--- src/rtl/fifo_pkg.sv ---
// Shared FIFO defaults and Gray-code helpers used by both pointer domains.
// Helpers work on a 32-bit vector; callers zero-extend and truncate to pointer width.
package fifo_pkg;

  localparam int PTR_WIDTH_DEF  = 3;
  localparam int DEPTH_DEF      = 8;
  localparam int DATA_WIDTH_DEF = 8;
  localparam int GRAY_W         = 32;

  function automatic logic [GRAY_W-1:0] bin2gray(input logic [GRAY_W-1:0] b);
    return b ^ (b >> 1);
  endfunction

  // Zero upper bits stay zero, so truncating the result gives the narrow conversion.
  function automatic logic [GRAY_W-1:0] gray2bin(input logic [GRAY_W-1:0] g);
    logic [GRAY_W-1:0] b;
    b[GRAY_W-1] = g[GRAY_W-1];
    for (int i = GRAY_W - 2; i >= 0; i--) begin
      b[i] = b[i+1] ^ g[i];
    end
    return b;
  endfunction

endpackage

--- src/rtl/sync_2ff.sv ---
// Two-flop synchronizer for Gray-coded pointers crossing into the local clock domain.
module sync_2ff #(
  parameter int WIDTH = 4
) (
  input  logic             rclk,
  input  logic             rrst_n,
  input  logic [WIDTH-1:0] d,
  output logic [WIDTH-1:0] q
);

  logic [WIDTH-1:0] meta;

  always_ff @(posedge rclk or negedge rrst_n) begin
    if (!rrst_n) begin
      meta <= '0;
      q    <= '0;
    end else begin
      meta <= d;
      q    <= meta;
    end
  end

endmodule

--- src/rtl/fifo_rd_port.sv ---
// Read side of an async FIFO: pointer sync, empty/count flags and a one-word
// registered valid/ready output stage that sustains one word per rclk.
module fifo_rd_port
  import fifo_pkg::*;
#(
  parameter int PTR_WIDTH  = PTR_WIDTH_DEF,
  parameter int DEPTH      = DEPTH_DEF,
  parameter int DATA_WIDTH = DATA_WIDTH_DEF
) (
  input  logic                  rclk,
  input  logic                  rrst_n,
  input  logic [PTR_WIDTH:0]    wptr_gray,
  input  logic [DATA_WIDTH-1:0] rdata_mem,
  output logic [PTR_WIDTH-1:0]  raddr,
  output logic [PTR_WIDTH:0]    rptr_gray,
  output logic                  empty,
  output logic [PTR_WIDTH:0]    rcount,
  output logic                  m_valid,
  input  logic                  m_ready,
  output logic [DATA_WIDTH-1:0] m_data
);

  typedef logic [PTR_WIDTH:0] ptr_t;

  if (DEPTH != (1 << PTR_WIDTH)) begin : g_bad_depth
    $error("fifo_rd_port: DEPTH must equal 2**PTR_WIDTH");
  end
  if (PTR_WIDTH + 1 > GRAY_W) begin : g_bad_width
    $error("fifo_rd_port: pointer wider than Gray helper width");
  end

  ptr_t wq2_gray;
  ptr_t rbin;
  ptr_t rbin_next;
  ptr_t rgray_next;
  ptr_t wq2_bin;
  ptr_t rcount_next;
  logic pop;

  sync_2ff #(.WIDTH(PTR_WIDTH + 1)) u_sync_wptr (
    .rclk   (rclk),
    .rrst_n (rrst_n),
    .d      (wptr_gray),
    .q      (wq2_gray)
  );

  // Pop refills the output register whenever it is free or being drained this cycle.
  always_comb begin
    pop         = !empty && (!m_valid || m_ready);
    rbin_next   = rbin + ptr_t'(pop);
    rgray_next  = ptr_t'(bin2gray(GRAY_W'(rbin_next)));
    wq2_bin     = ptr_t'(gray2bin(GRAY_W'(wq2_gray)));
    rcount_next = wq2_bin - rbin_next;
  end

  assign raddr = rbin[PTR_WIDTH-1:0];

  always_ff @(posedge rclk or negedge rrst_n) begin
    if (!rrst_n) begin
      rbin      <= '0;
      rptr_gray <= '0;
      empty     <= 1'b1;
      rcount    <= '0;
    end else begin
      rbin      <= rbin_next;
      rptr_gray <= rgray_next;
      empty     <= (rgray_next == wq2_gray);
      rcount    <= rcount_next;
    end
  end

  always_ff @(posedge rclk or negedge rrst_n) begin
    if (!rrst_n) begin
      m_valid <= 1'b0;
      m_data  <= '0;
    end else if (pop) begin
      m_valid <= 1'b1;
      m_data  <= rdata_mem;
    end else if (m_ready) begin
      m_valid <= 1'b0;
    end
  end

endmodule
--- config.mk ---
export PLATFORM = sky130hd
export DESIGN_NAME = fifo_rd_port
export DESIGN_NICKNAME = d
export VERILOG_FILES = /design/src/rtl/fifo_pkg.sv /design/src/rtl/sync_2ff.sv /design/src/rtl/fifo_rd_port.sv
export SDC_FILE = /design/constraint.sdc
export NUM_CORES = 1
export LEC_CHECK = 0
export BUFFER_PORTS_ARGS = -buffer_cell sky130_fd_sc_hd__buf_4
export CAP_MARGIN = 20
export CORE_MARGIN = 3
export CORE_UTILIZATION = 45
export DETAILED_ROUTE_END_ITERATION = 8
export PLACE_DENSITY = 0.72
export SYNTH_ARGS = -nofsm -noshare
export SYNTH_HDL_FRONTEND = slang
export SYNTH_SLANG_ARGS = --single-unit
--- constraint.sdc ---
create_clock -name rclk -period 2.31 [get_ports rclk]
set_clock_uncertainty 0.15 [all_clocks]
set_input_delay 0 -clock rclk [delete_from_list [all_inputs] [get_ports rclk]]
set_output_delay 0 -clock rclk [all_outputs]
set_load 0.03 [all_outputs]
## After elaboration in Yosys (flattened, before gate mapping)

Index checks and enable logic that the tools add are counted.

| storage, ports and cells | value |
|---|---|
| input bits | 15 |
| output and inout port bits | 21 |
| flip-flop bits (word level) | 30 |
| logic and storage cells | 22 |

| operators by class | value |
|---|---|
| equal/unequal tests | 1 |
| reductions and logical operators | 5 |
| mux-type cells | 2 |
| add/subtract/negate cells | 2 |
| bitwise operators | 4 |

Operator list:

| kind | number |
|---|---|
| $add A4 B1 Y4 | 1 |
| $eq A4 B4 Y1 | 1 |
| $sub A4 B4 Y4 | 1 |
| $xor A4 B3 Y4 | 1 |
| $xor A1 B1 Y1 | 3 |
| $logic_not A1 Y1 | 2 |
| $mux W1 | 2 |
| $reduce_bool A2 Y1 | 1 |
| $logic_and A1 B1 Y1 | 1 |
| $logic_or A1 B1 Y1 | 1 |

## Longest topological paths before layout

| logic depth | value |
|---|---|
| word-level depth | 6 |
| mapped depth | 9 |
| gate-level depth less buffers | 8 |

## Modules after synthesis

From an unflattened synthesis, not the netlist that was laid out.

| unflattened totals | value |
|---|---|
| cell total of the unflattened synthesis | 82 |
| area total of the unflattened synthesis | 1177.4 µm² |

By module, submodules not included:

| module | sequential area each (µm²) | cells each | instances | area an instance (µm²) |
|---|---|---|---|---|
| fifo_rd_port | 526.8 | 74 | 1 | 977.2 |
| sync_2ff | 200.2 | 8 | 1 | 200.2 |

## Worst setup path after synthesis

OpenSTA, ideal clock, no wires.

| timing | value |
|---|---|
| path kind | reg2reg |
| from | register m_valid |
| to | register rcount[2] |
| setup time | 0.123 ns |
| clock period less this slack | 2.386 ns |
| setup slack | -0.076 ns |
| cell stages (with the launch flop) | 9 |
| arrival | 2.113 ns |
| required time | 2.037 ns |
| path buffers | 1 |
| cells stage by stage | dfrtp_1 -> a21oi_2 -> ha_1 -> ha_1 -> buf_2 -> xor2_1 -> ha_1 -> mux2i_1 -> xnor2_1 |

| on the way | value |
|---|---|
| word-level cells in the longest chain between the ends | 5 |

Ends and longest elaborated chain:

| item | RTL line | RTL |
|---|---|---|
| start, declared | fifo_rd_port.sv:18 | `output logic m_valid,` |
| start signal, assigned | fifo_rd_port.sv:74 | `m_valid <= 1'b0;` |
| start signal, assigned | fifo_rd_port.sv:77 | `m_valid <= 1'b1;` |
| start signal, assigned | fifo_rd_port.sv:80 | `m_valid <= 1'b0;` |
| $logic_not A1 Y1 | fifo_rd_port.sv:49 | `pop = !empty && (!m_valid \|\| m_ready);` |
| $logic_or A1 B1 Y1 | fifo_rd_port.sv:49 |  |
| $logic_and A1 B1 Y1 | fifo_rd_port.sv:49 |  |
| via pop | fifo_rd_port.sv:38 | `logic pop;` |
| $add A4 B1 Y4 | fifo_rd_port.sv:50 | `rbin_next = rbin + ptr_t'(pop);` |
| $sub A4 B4 Y4 | fifo_rd_port.sv:53 | `rcount_next = wq2_bin - rbin_next;` |
| via rcount_next[2] | fifo_rd_port.sv:37 | `ptr_t rcount_next;` |
| end signal, assigned | fifo_rd_port.sv:68 | `rcount <= rcount_next;` |
| end, declared | fifo_rd_port.sv:17 | `output logic [PTR_WIDTH:0] rcount,` |

The timed path passes the listed nets, and every way through them passes these cells.
A chain may end at the register's enable or synchronous reset.

## Worst setup path after layout

| timing | value |
|---|---|
| from | register empty |
| to | register rcount[3] |

| on the way | value |
|---|---|
| word-level cells in the longest chain between the ends | 4 |

Ends and longest elaborated chain:

| item | RTL line | RTL |
|---|---|---|
| start, declared | fifo_rd_port.sv:16 | `output logic empty,` |
| start signal, assigned | fifo_rd_port.sv:67 | `empty <= (rgray_next == wq2_gray);` |
| $logic_not A1 Y1 | fifo_rd_port.sv:49 |  |
| $logic_and A1 B1 Y1 | fifo_rd_port.sv:49 |  |
| via pop | fifo_rd_port.sv:38 |  |
| $add A4 B1 Y4 | fifo_rd_port.sv:50 |  |
| via rbin_next[0] | fifo_rd_port.sv:34 | `ptr_t rbin_next;` |
| $sub A4 B4 Y4 | fifo_rd_port.sv:53 |  |
| via rcount_next[3] | fifo_rd_port.sv:37 |  |

The timed path passes the listed nets, and every way through them passes these cells.

==> results.sh <==
export IMPL_gr_total_overflow=0
export IMPL_peakVddDrop_mv=0.8576
export IMPL_crit_fanout=4
export IMPL_clock_sinks=29
export IMPL_rsz0062_at_grt="false"
export IMPL_placed_area_um2=1513
export IMPL_grt_max_degree=29
export IMPL_synth_edf_count=0
export IMPL_synth_top_area_share_pct=58.46
export IMPL_worst_slew_pin_slew_ns=0.3793
export IMPL_synth_area_leaders="dfrtp_1 58%, xnor2_1 6.6%, ha_1 5.2%"
export IMPL_drv_slew=0
export IMPL_cts_buffers=5
export IMPL_synth_cell_types=25
export IMPL_rows=18
export IMPL_design_area_um2=1769
export IMPL_synthCells=84
export IMPL_ys_warn_count=0
export IMPL_worstSetupEndpointType="register"
export IMPL_final_common_cell="buf_4"
export IMPL_fmaxAchievable_mhz=453.1
export IMPL_wl_per_cell_um=13.11
export IMPL_cts_tree="built"
export IMPL_fin_crit_sh_pct=95.53
export IMPL_drv_cap=0
export IMPL_ys_flop_type="dfrtp_1"
export IMPL_netlist_area_um2=1199
export IMPL_cts_max_path_buffers=2
export IMPL_drt_iter0_markers=15
export IMPL_setup_viol_count_final=0
export IMPL_clk_pin_slew_worst_paths_ns=0.09
export IMPL_crit_path_start_kind="register"
export IMPL_timing_slew_headroom_pct=74.48
export IMPL_tns_ns=0
export IMPL_drtAntennaViolNets=0
export IMPL_layout_common_cells="37 x buf_4, 28 x dfrtp_1, 14 x dlygate4sd3_1"
export IMPL_fin_nets=161
export IMPL_ios=36
export IMPL_die_area_um2=3319
export IMPL_ys_seq_area_share_pct=60.65
export IMPL_routed_wl_um=2241
export IMPL_critical_path_required_ns=2.40
export IMPL_floorplan_die_height_um=57.61
export IMPL_drt_vias_per_instance=4.731
export IMPL_hold_class="primary input to async pin"
export IMPL_finalHoldViolations=0
export IMPL_globalplace_congestion=0.7978
export IMPL_syn_nets=104
export IMPL_clkLatencyLatePin_ns=0.32
export IMPL_port_buffers=35
export IMPL_antenna_cells=0
export IMPL_ff2ff_setup_slack_ns=0.10
export IMPL_path_class="register to register"
export IMPL_drive_above_1_share_pct=41.13
export IMPL_min_period_ns=2.207
export IMPL_grt_pass1_vias=901
export IMPL_critPathArrivalTime_ns=2.30
export IMPL_core_area_um2=2500
export IMPL_synth_seq_cells=29
export IMPL_async_reset_ff_share_pct=100.0
export IMPL_cts_root_buffer="clkbuf_4"
export IMPL_grtUsageTotal_pct=15.64
export IMPL_die_x_um=57.61
export IMPL_power_density_nw_per_um2=1304
export IMPL_vias=809
export IMPL_grt_pass1_wl_um=3905
export IMPL_synth_avg_cell_area_um2=14.27
export IMPL_grt_antenna_before_repair=0
export IMPL_leakagePower_uw=0.0008207
export IMPL_syn_to_final_growth_pct=47.60
export IMPL_drc_errors=0
export IMPL_status="completed"
export IMPL_dp_hpwl_um=1500
export IMPL_first_pass_iters=3
export IMPL_htreeDepth=2
export IMPL_start_util_pct=47.95
export IMPL_yosys_area_top_type="dfrtp_1"
## synthesized netlist by cell type (2+ instances only)
| library cell | number |
|---|---|
| dfrtp_1 | 28 |
| xnor2_1 | 9 |
| inv_1 | 6 |
| xor2_1 | 6 |
| ha_1 | 5 |
| mux2_1 | 4 |
| mux2_2 | 4 |
| mux2i_1 | 2 |
| nand3_1 | 2 |
| nor4_1 | 2 |
| o21ai_0 | 2 |
## state kept, by name, summed over array words and instances (netlist names)
register,flops
m_data,8
u_sync_wptr.meta,4
m_valid,1
rptr_gray,3
rcount,4
empty,1
u_sync_wptr.q,4
rbin,4
## cell families after synthesis
family | share of synthesized area (%)
buffers and inverters | 2.609
flip-flops | 60.65
AO/OA/AOI/OAI | 4.698
adder cells (fa/ha/maj) | 5.219
AND/OR/NAND/NOR | 3.967
XOR/XNOR | 13.68
multiplexers | 9.185
## per-layer routing
layer | up-vias | track usage, % | wire, um | share of wire, %
li1 | 391 | - | - | -
met1 | 392 | 18.33 | 866 | 39
met2 | 22 | 25.97 | 1218 | 54
met3 | 4 | 6.236 | 126 | 5.6
met4 | 0 | 5.629 | 29 | 1.3
met5 | - | 0 | 0 | 0
## path summary, 6_finish.rpt
check,to,startpoint,depth (start not counted)
max,rcount[3]$_DFF_PN0_,empty$_DFF_PN1_,7
min,m_data[7]$_DFFE_PN0P_,rrst_n,3
max reg2reg,rcount[3]$_DFF_PN0_,empty$_DFF_PN1_,7
min reg2reg,u_sync_wptr.q[2]$_DFF_PN0_,u_sync_wptr.meta[2]$_DFF_PN0_,0
max in group asynchronous,u_sync_wptr.q[1]$_DFF_PN0_,rrst_n,3
min in group rclk,u_sync_wptr.meta[2]$_DFF_PN0_,wptr_gray[2],2
## critical path: stages, from the launching register on
cell and delay [ns]:
dfstp_2 0.57, a21oi_4 0.04, ha_1 0.35, ha_1 0.27, nor2b_2 0.14, nor4b_1 0.07
nor4_1 0.40, xnor2_1 0.16
## metrics by stage
stage                     hold WS [ns]  utilization (%)  cells  power (uW)  worst slack (ns)
after floorplan                -0.4456                -     84        1567           0.01796
final                          0.02267            70.77    171        2306            0.1032
after global routing           0.02309            70.77    171        2458          0.005963
after CTS                     0.007633            69.12    171        2252           0.05053
after global placement         -0.2132            60.51    149        1894            0.1421
after detailed placement       -0.2063            60.51    149        1919           0.06279
## layout make-up
type | instances | area [um2]
fill | 183 | 730.7
sequential | 29 | 726.9
multi-input combinational | 47 | 489.2
timing repair buffer | 52 | 437.9
clock buffer | 7 | 55.05
tap | 30 | 37.54
inverter | 6 | 22.52
## power breakdown
part / switching, uW / total [uW] / internal, uW / leakage [uW]
Combinational: 681 / 1240 / 561 / 0.000455
Sequential: 99.9 / 759 / 659 / 0.000334
Clock: 162 / 305 / 143 / 0.0000314
## repair_timing
item	CTS	global route
endpoints found under the hold margin	42	0
gates resized for setup	0	6
setup endpoints to repair	0	2
setup buffers	0	0
hold buffers	15	0
No activity file was read; power rests on OpenSTA's default activity.
